File: config.mk
export PLATFORM = sky130hd
export DESIGN_NAME = ghost_ram_rd_arbiter_flat
export DESIGN_NICKNAME = d
export VERILOG_FILES = /design/src/rtl/ghost_map_pkg.sv /design/src/rtl/ghost_ram_rd_arbiter_if.sv /design/src/rtl/rr_arbiter.sv /design/src/rtl/ghost_ram_rd_arbiter.sv /design/src/flat_wrapper.sv
export SDC_FILE = /design/constraint.sdc
export NUM_CORES = 1
export LEC_CHECK = 0
export ABC_AREA = 0
export CAP_MARGIN = 20
export CORE_MARGIN = 8
export CORE_UTILIZATION = 38
export DETAILED_ROUTE_END_ITERATION = 7
export GPL_ROUTABILITY_DRIVEN = 0
export PLACE_DENSITY = 0.77
export SETUP_SLACK_MARGIN = 0.05
export SYNTH_ARGS = -nofsm -noshare
export SYNTH_HDL_FRONTEND = slang
export SYNTH_SLANG_ARGS = --single-unit
File: constraint.sdc
create_clock -name CLOCK_50 -period 3.51 [get_ports CLOCK_50]
set_input_delay 0.702 -clock CLOCK_50 [delete_from_list [all_inputs] [get_ports CLOCK_50]]
set_output_delay 0.702 -clock CLOCK_50 [all_outputs]
set_load 0.01 [all_outputs]
File: src/rtl/ghost_map_pkg.sv
// Shared map geometry, coordinate/tag types and the off-map test used by
// the ghost RAM read arbiter.
package ghost_map_pkg;

  localparam int unsigned MAP_W     = 40;
  localparam int unsigned MAP_H     = 30;
  localparam int unsigned COORD_X_W = 6;
  localparam int unsigned COORD_Y_W = 5;
  localparam int unsigned PROX_W    = 8;
  localparam int unsigned MAX_REQ   = 8;

  localparam logic [PROX_W-1:0] WALL_VAL = 8'hFF;

  typedef struct packed {
    logic [COORD_X_W-1:0] x;
    logic [COORD_Y_W-1:0] y;
  } coord_t;

  typedef struct packed {
    logic               valid;
    logic [MAX_REQ-1:0] id;
    logic               offmap;
  } rd_tag_t;

  // Unsigned compare at port width, so 0-1 underflow (63/31) lands off-map.
  function automatic logic is_offmap(coord_t c, int unsigned w, int unsigned h);
    return (32'(c.x) >= w) || (32'(c.y) >= h);
  endfunction

endpackage

File: src/rtl/ghost_ram_rd_arbiter_if.sv
// Requester and RAM-side signal bundle for the ghost RAM read arbiter.
interface ghost_ram_rd_arbiter_if #(
  parameter int unsigned NUM_REQ = 4
);
  import ghost_map_pkg::*;

  logic [NUM_REQ-1:0]           req;
  logic [COORD_X_W*NUM_REQ-1:0] req_x;
  logic [COORD_Y_W*NUM_REQ-1:0] req_y;
  logic [NUM_REQ-1:0]           gnt;
  logic                         ram_ready;
  logic [COORD_X_W-1:0]         rdaddr_x;
  logic [COORD_Y_W-1:0]         rdaddr_y;
  logic [PROX_W-1:0]            ram_data;
  logic [NUM_REQ-1:0]           rsp_valid;
  logic [PROX_W-1:0]            rsp_data;
  logic                         busy;

  modport slave (
    input  req, req_x, req_y, ram_ready, ram_data,
    output gnt, rdaddr_x, rdaddr_y, rsp_valid, rsp_data, busy
  );

  modport master (
    output req, req_x, req_y, ram_ready, ram_data,
    input  gnt, rdaddr_x, rdaddr_y, rsp_valid, rsp_data, busy
  );

endinterface

File: src/rtl/rr_arbiter.sv
// Combinational round-robin pick: first set request at or above ptr, wrapping.
module rr_arbiter #(
  parameter int unsigned N = 4,
  localparam int unsigned W = (N > 1) ? $clog2(N) : 1
) (
  input  logic [N-1:0] i_req,
  input  logic [W-1:0] i_ptr,
  output logic [N-1:0] o_gnt,
  output logic [W-1:0] o_idx,
  output logic         o_any
);

  int unsigned w_j;

  always_comb begin
    o_gnt = '0;
    o_idx = '0;
    o_any = 1'b0;
    w_j   = 0;
    for (int unsigned k = 0; k < N; k++) begin
      w_j = (32'(i_ptr) + k) % N;
      if (!o_any && i_req[w_j[W-1:0]]) begin
        o_any            = 1'b1;
        o_idx            = w_j[W-1:0];
        o_gnt[w_j[W-1:0]] = 1'b1;
      end
    end
  end

endmodule

File: src/rtl/ghost_ram_rd_arbiter.sv
// Shares the ghost proximity RAM read port among NUM_REQ requesters with
// round-robin grants and in-order, one-hot tagged responses.
module ghost_ram_rd_arbiter #(
  parameter int unsigned NUM_REQ = 4,
  parameter int unsigned RD_LAT  = 1,
  parameter int unsigned MAP_W   = ghost_map_pkg::MAP_W,
  parameter int unsigned MAP_H   = ghost_map_pkg::MAP_H,
  parameter logic [ghost_map_pkg::PROX_W-1:0] WALL_VAL = ghost_map_pkg::WALL_VAL
) (
  input logic                   CLOCK_50,
  input logic                   reset,
  ghost_ram_rd_arbiter_if.slave bus
);
  import ghost_map_pkg::*;

  localparam int unsigned PW = (NUM_REQ > 1) ? $clog2(NUM_REQ) : 1;

  logic [PW-1:0]        r_ptr;
  logic [PW-1:0]        w_idx;
  logic [NUM_REQ-1:0]   w_cand;
  logic [NUM_REQ-1:0]   w_gnt;
  logic                 w_any;
  coord_t               w_sel;
  logic                 w_offmap;
  rd_tag_t              w_new_tag;
  logic                 w_busy;

  rd_tag_t              r_tag [RD_LAT];
  logic [NUM_REQ-1:0]   r_rsp_valid;
  logic [PROX_W-1:0]    r_rsp_data;
  logic [COORD_X_W-1:0] r_rdaddr_x;
  logic [COORD_Y_W-1:0] r_rdaddr_y;

  // Reset also masks candidates so gnt reads zero during reset.
  assign w_cand = bus.req & {NUM_REQ{bus.ram_ready & ~reset}};

  rr_arbiter #(.N(NUM_REQ)) u_rr (
    .i_req (w_cand),
    .i_ptr (r_ptr),
    .o_gnt (w_gnt),
    .o_idx (w_idx),
    .o_any (w_any)
  );

  always_comb begin
    w_sel.x          = bus.req_x[COORD_X_W*w_idx +: COORD_X_W];
    w_sel.y          = bus.req_y[COORD_Y_W*w_idx +: COORD_Y_W];
    w_offmap         = is_offmap(w_sel, MAP_W, MAP_H);
    w_new_tag.valid  = w_any;
    w_new_tag.id     = MAX_REQ'(w_gnt);
    w_new_tag.offmap = w_offmap;
  end

  always_ff @(posedge CLOCK_50) begin
    if (reset) begin
      r_ptr       <= '0;
      r_rdaddr_x  <= '0;
      r_rdaddr_y  <= '0;
      r_rsp_valid <= '0;
      r_rsp_data  <= '0;
      for (int unsigned k = 0; k < RD_LAT; k++) r_tag[k] <= '0;
    end else begin
      if (w_any) r_ptr <= (32'(w_idx) == NUM_REQ - 1) ? '0 : w_idx + 1'b1;
      // Off-map grants leave the RAM address alone; the tag carries WALL_VAL.
      if (w_any && !w_offmap) begin
        r_rdaddr_x <= w_sel.x;
        r_rdaddr_y <= w_sel.y;
      end
      r_tag[0] <= w_new_tag;
      for (int unsigned k = 1; k < RD_LAT; k++) r_tag[k] <= r_tag[k-1];
      r_rsp_valid <= r_tag[RD_LAT-1].valid ? r_tag[RD_LAT-1].id[NUM_REQ-1:0] : '0;
      if (r_tag[RD_LAT-1].valid)
        r_rsp_data <= r_tag[RD_LAT-1].offmap ? WALL_VAL : bus.ram_data;
    end
  end

  always_comb begin
    w_busy = |r_rsp_valid;
    for (int unsigned k = 0; k < RD_LAT; k++) w_busy = w_busy | r_tag[k].valid;
  end

  assign bus.gnt       = w_gnt;
  assign bus.rdaddr_x  = r_rdaddr_x;
  assign bus.rdaddr_y  = r_rdaddr_y;
  assign bus.rsp_valid = r_rsp_valid;
  assign bus.rsp_data  = r_rsp_data;
  assign bus.busy      = w_busy;

endmodule

File: src/flat_wrapper.sv
// flat-port wrapper written by rule: the top's interface ports become plain ports
module ghost_ram_rd_arbiter_flat import ghost_map_pkg::*;
#(
  parameter int unsigned NUM_REQ = 4,
  parameter int unsigned RD_LAT  = 1,
  parameter int unsigned MAP_W   = ghost_map_pkg::MAP_W,
  parameter int unsigned MAP_H   = ghost_map_pkg::MAP_H,
  parameter logic [ghost_map_pkg::PROX_W-1:0] WALL_VAL = ghost_map_pkg::WALL_VAL
)
  (CLOCK_50, reset, bus_req, bus_req_x, bus_req_y, bus_ram_ready, bus_ram_data, bus_gnt, bus_rdaddr_x, bus_rdaddr_y, bus_rsp_valid, bus_rsp_data, bus_busy);
  ghost_ram_rd_arbiter_if #(.NUM_REQ(NUM_REQ)) bus_i ();
  input logic CLOCK_50;
  input logic reset;
  input wire logic [$bits(bus_i.req)-1:0] bus_req;
  input wire logic [$bits(bus_i.req_x)-1:0] bus_req_x;
  input wire logic [$bits(bus_i.req_y)-1:0] bus_req_y;
  input wire logic [$bits(bus_i.ram_ready)-1:0] bus_ram_ready;
  input wire logic [$bits(bus_i.ram_data)-1:0] bus_ram_data;
  output wire logic [$bits(bus_i.gnt)-1:0] bus_gnt;
  output wire logic [$bits(bus_i.rdaddr_x)-1:0] bus_rdaddr_x;
  output wire logic [$bits(bus_i.rdaddr_y)-1:0] bus_rdaddr_y;
  output wire logic [$bits(bus_i.rsp_valid)-1:0] bus_rsp_valid;
  output wire logic [$bits(bus_i.rsp_data)-1:0] bus_rsp_data;
  output wire logic [$bits(bus_i.busy)-1:0] bus_busy;
  assign bus_i.req = bus_req;
  assign bus_i.req_x = bus_req_x;
  assign bus_i.req_y = bus_req_y;
  assign bus_i.ram_ready = bus_ram_ready;
  assign bus_i.ram_data = bus_ram_data;
  assign bus_gnt = bus_i.gnt;
  assign bus_rdaddr_x = bus_i.rdaddr_x;
  assign bus_rdaddr_y = bus_i.rdaddr_y;
  assign bus_rsp_valid = bus_i.rsp_valid;
  assign bus_rsp_data = bus_i.rsp_data;
  assign bus_busy = bus_i.busy;
  ghost_ram_rd_arbiter #(.NUM_REQ(NUM_REQ), .RD_LAT(RD_LAT), .MAP_W(MAP_W), .MAP_H(MAP_H), .WALL_VAL(WALL_VAL)) u_core (.CLOCK_50(CLOCK_50), .reset(reset), .bus(bus_i));
endmodule
==> run metrics <==
run status finished, final reports clean; Yosys reg bits 31; Initial DRC Count 35; Multi-input gate area between 0.001 and 0.0015 mm2; layout cells sized above 1 a little under a quarter; row count 26; required time worst endpoint roughly 3.7 ns; htree depth 2; Hold Crit Depth 1; pre-CTS worst setup slack -0.330 ns; final setup vio count 0; post-DR wirelength/cell ~15 um; Final min period 3.32 ns; register area share after synthesis around 32%; CTS tree yes; clk_lat worst skew 0.27 ns; Final Util between 60% and 70%; root buf cell clkbuf_8; CP Capture Type flop; Cells after Synth about 210; Mean Syn Cell Area approximately 9.2 um2; hold_buf cts 0; max_cap viols 0; drt pass-1 iters 4; most common cell after layout, fill and taps aside clkdlybuf4s50_1; Synthesized Nets approximately 270; gr ovfl total 0; final worst slack roughly 0.19 ns; Die Ht 87.2 um; Worst R2R Path Depth 14; DR DRC count 0; dpl hpwl between 4000 and 5000 um; port buffer count 86; critical path launch point type input pin; peak supply drop around 200 uV; Final Power around 1300 uW; Filler cells 430; unrepaired setup endpoints after global routing false; Clock transition at path regs 0.07 ns; Worst R2R End u_core.bus.rdaddr_x[5]; WL final just under 6000 um; R2R setup slack around 0.19 ns; most frequent cells in the layout 76 x clkdlybuf4s50_1, 30 x buf_4, 30 x dfxtp_1; Synth Warn # 0; Worst-Margin Slew about 0.75 ns; first-pass GRT wire length 9770 um; post-route antenna net violation count 0; crit path kind in2reg; Placed Area around 0.003 mm2; synthesized area just under 0.002 mm2; vias in the first global route slightly above 2000; Distinct cells, synth 35; Arr. time, crit path approximately 3.5 ns; die width between 80 and 90 um; GRT Overall Usage around 16%; Crit Path Max Fanout 5; largest net degree at the start of global routing 24; Pwr per Cell Area between 400 and 500 mW/mm2; Top Ports 87; Hold Crit Endpoint u_core.bus.rsp_valid[2]; period utilization approximately 95%; Initial Utilization between 30 and 40%; Rel. slew slack between 40% and 50%; total negative setup slack 0 ns; register area approximately 620 um2; Vias/cell a little under 5; total inserted antenna cells 0; Max Slew Vio Count 0; fin area 0.00332 mm2; Core Region 0.00501 mm2; TritonCTS buffer count 5; nets between 300 and 400; Clock Sinks 31; FMAX between 300 and 400 MHz; clk buf depth 2; vias post-DR 1965; Hold WC Path Type reg2reg; r2r startpoint u_core.r_ptr[0]; Area growth, synth to finish 72.1%; Static Leakage about 0.0013 uW; Die Area 0.00761 mm2; hold_sp u_core.r_tag[0][3]; final worst clock skew 0.00483 ns; initial antenna violation count 0; Final Hold Viols 0
[synthesized netlist by cell type]
cell | count | area [um2]
clkbuf_1 | 5 | 18.8
nor3_1 | 3 | 15.0
a22oi_1 | 1 | 7.51
o22ai_1 | 8 | 50.1
mux2_1 | 3 | 33.8
nor3b_1 | 2 | 15.0
a221oi_1 | 1 | 8.76
nand2b_1 | 13 | 81.3
xnor2_1 | 1 | 8.76
mux2i_1 | 29 | 290
nor4b_4 | 1 | 23.8
a21oi_1 | 8 | 40.0
dfxtp_1 | 31 | 621
nand3_1 | 4 | 20.0
inv_1 | 2 | 7.51
ha_1 | 4 | 50.1
mux4_2 | 1 | 22.5
a21boi_1 | 1 | 7.51
mux2_2 | 12 | 135
a221o_1 | 8 | 80.1
o21ai_0 | 7 | 35.0
and2_1 | 7 | 43.8
buf_1 | 2 | 7.51
nor2_1 | 21 | 78.8
a211oi_1 | 1 | 7.51
o41ai_1 | 1 | 8.76
nor4_2 | 2 | 25.0
and3b_1 | 1 | 8.76
a22o_1 | 1 | 8.76
buf_2 | 1 | 5.00
buf_6 | 4 | 45.0
and4_4 | 1 | 11.3
nor2b_1 | 7 | 43.8
nor4_1 | 2 | 12.5
nand2_1 | 13 | 48.8
[kinds of logic after synthesis]
| kind of cell | after synthesis | synth area share (%) |
|---|---|---|
| buffers and inverters | 14 | 4.35 |
| XOR/XNOR | 1 | 0.455 |
| flip-flops | 31 | 32.2 |
| multiplexers | 45 | 25.0 |
| AND/OR/NAND/NOR | 77 | 22.2 |
| adder cells (fa/ha/maj) | 4 | 2.60 |
| AO/OA/AOI/OAI | 37 | 13.2 |
[metrics by stage]
| step | instances | hold WS, ns |
|---|---|---|
| 2_1_floorplan | 209 | 0.406 |
| 3_5_place_dp | 384 | 0.410 |
| 3_3_place_gp | 384 | 0.411 |
| 6_report | 396 | 0.423 |
| 5_1_grt | 396 | 0.440 |
| 4_1_cts | 395 | 0.424 |
[critical path, cell delays in order]
cell,delay [ns]
clkdlybuf4s15_1,0.25
and3b_1,0.22
a22o_4,0.25
and4_4,0.19
nor4b_4,0.29
bufbuf_16,0.31
mux2i_1,0.17
mux2_2,0.19
nor4_2,0.05
buf_4,0.14
nor4_4,0.34
buf_6,0.19
mux2i_2,0.23
[sequential cells by signal (all words and copies together) (netlist names)]
register / cells
u_core.bus.rdaddr_x: 6
u_core.bus.rdaddr_y: 5
u_core.bus.rsp_data: 8
u_core.bus.rsp_valid: 4
u_core.r_ptr: 2
u_core.r_tag: 6
[final cells by class]
cell class | count | share of cell area (%)
Clock buffer | 6 | 2.49
Clock inverter | 2 | 1.06
Inverter | 2 | 0.226
Multi-Input combinational cell | 164 | 40.2
Sequential cell | 31 | 18.8
Tap cell | 70 | 2.64
Timing Repair Buffer | 121 | 34.7
[timing repair]
item	4_1_cts	5_1_grt
buffers inserted	2	1
endpoints found under the hold margin	0	0
endpoints found under the setup margin	15	11
pin swaps	2	4
resized for setup	17	25
gates cloned	1	0
[layer usage]
layer / up-vias / track usage, % / wire (um)
met3: 8 / 3.87 / 326
met5: - / 0 / 0
met2: 60 / 28.7 / 3040
li1: 988 / - / -
met1: 909 / 17.5 / 2450
met4: 0 / 4.38 / 94
[report_power, final]
part | switching (uW) | internal, uW
combinational | 230 | 341
sequential | 19.5 | 392
clock | 127 | 229
total | 376 | 963
[worst max-delay path by stage]
stage                    start                      to  slack (ns)  depth (start not counted)
6_report                 reset  u_core.bus.rdaddr_x[5]        0.19                         13
5_1_grt        u_core.r_ptr[0]  u_core.bus.rdaddr_x[5]        0.03                         14
4_1_cts          bus_ram_ready  u_core.bus.rdaddr_x[5]        0.06                         15
3_5_place_dp        bus_req[1]  u_core.bus.rdaddr_y[0]       -0.33                         14
3_3_place_gp        bus_req[0]  u_core.bus.rdaddr_x[1]       -0.24                         14
2_1_floorplan  u_core.r_ptr[1]  u_core.bus.rdaddr_x[0]        0.05                         15
(Power assumes the default switching activity.)
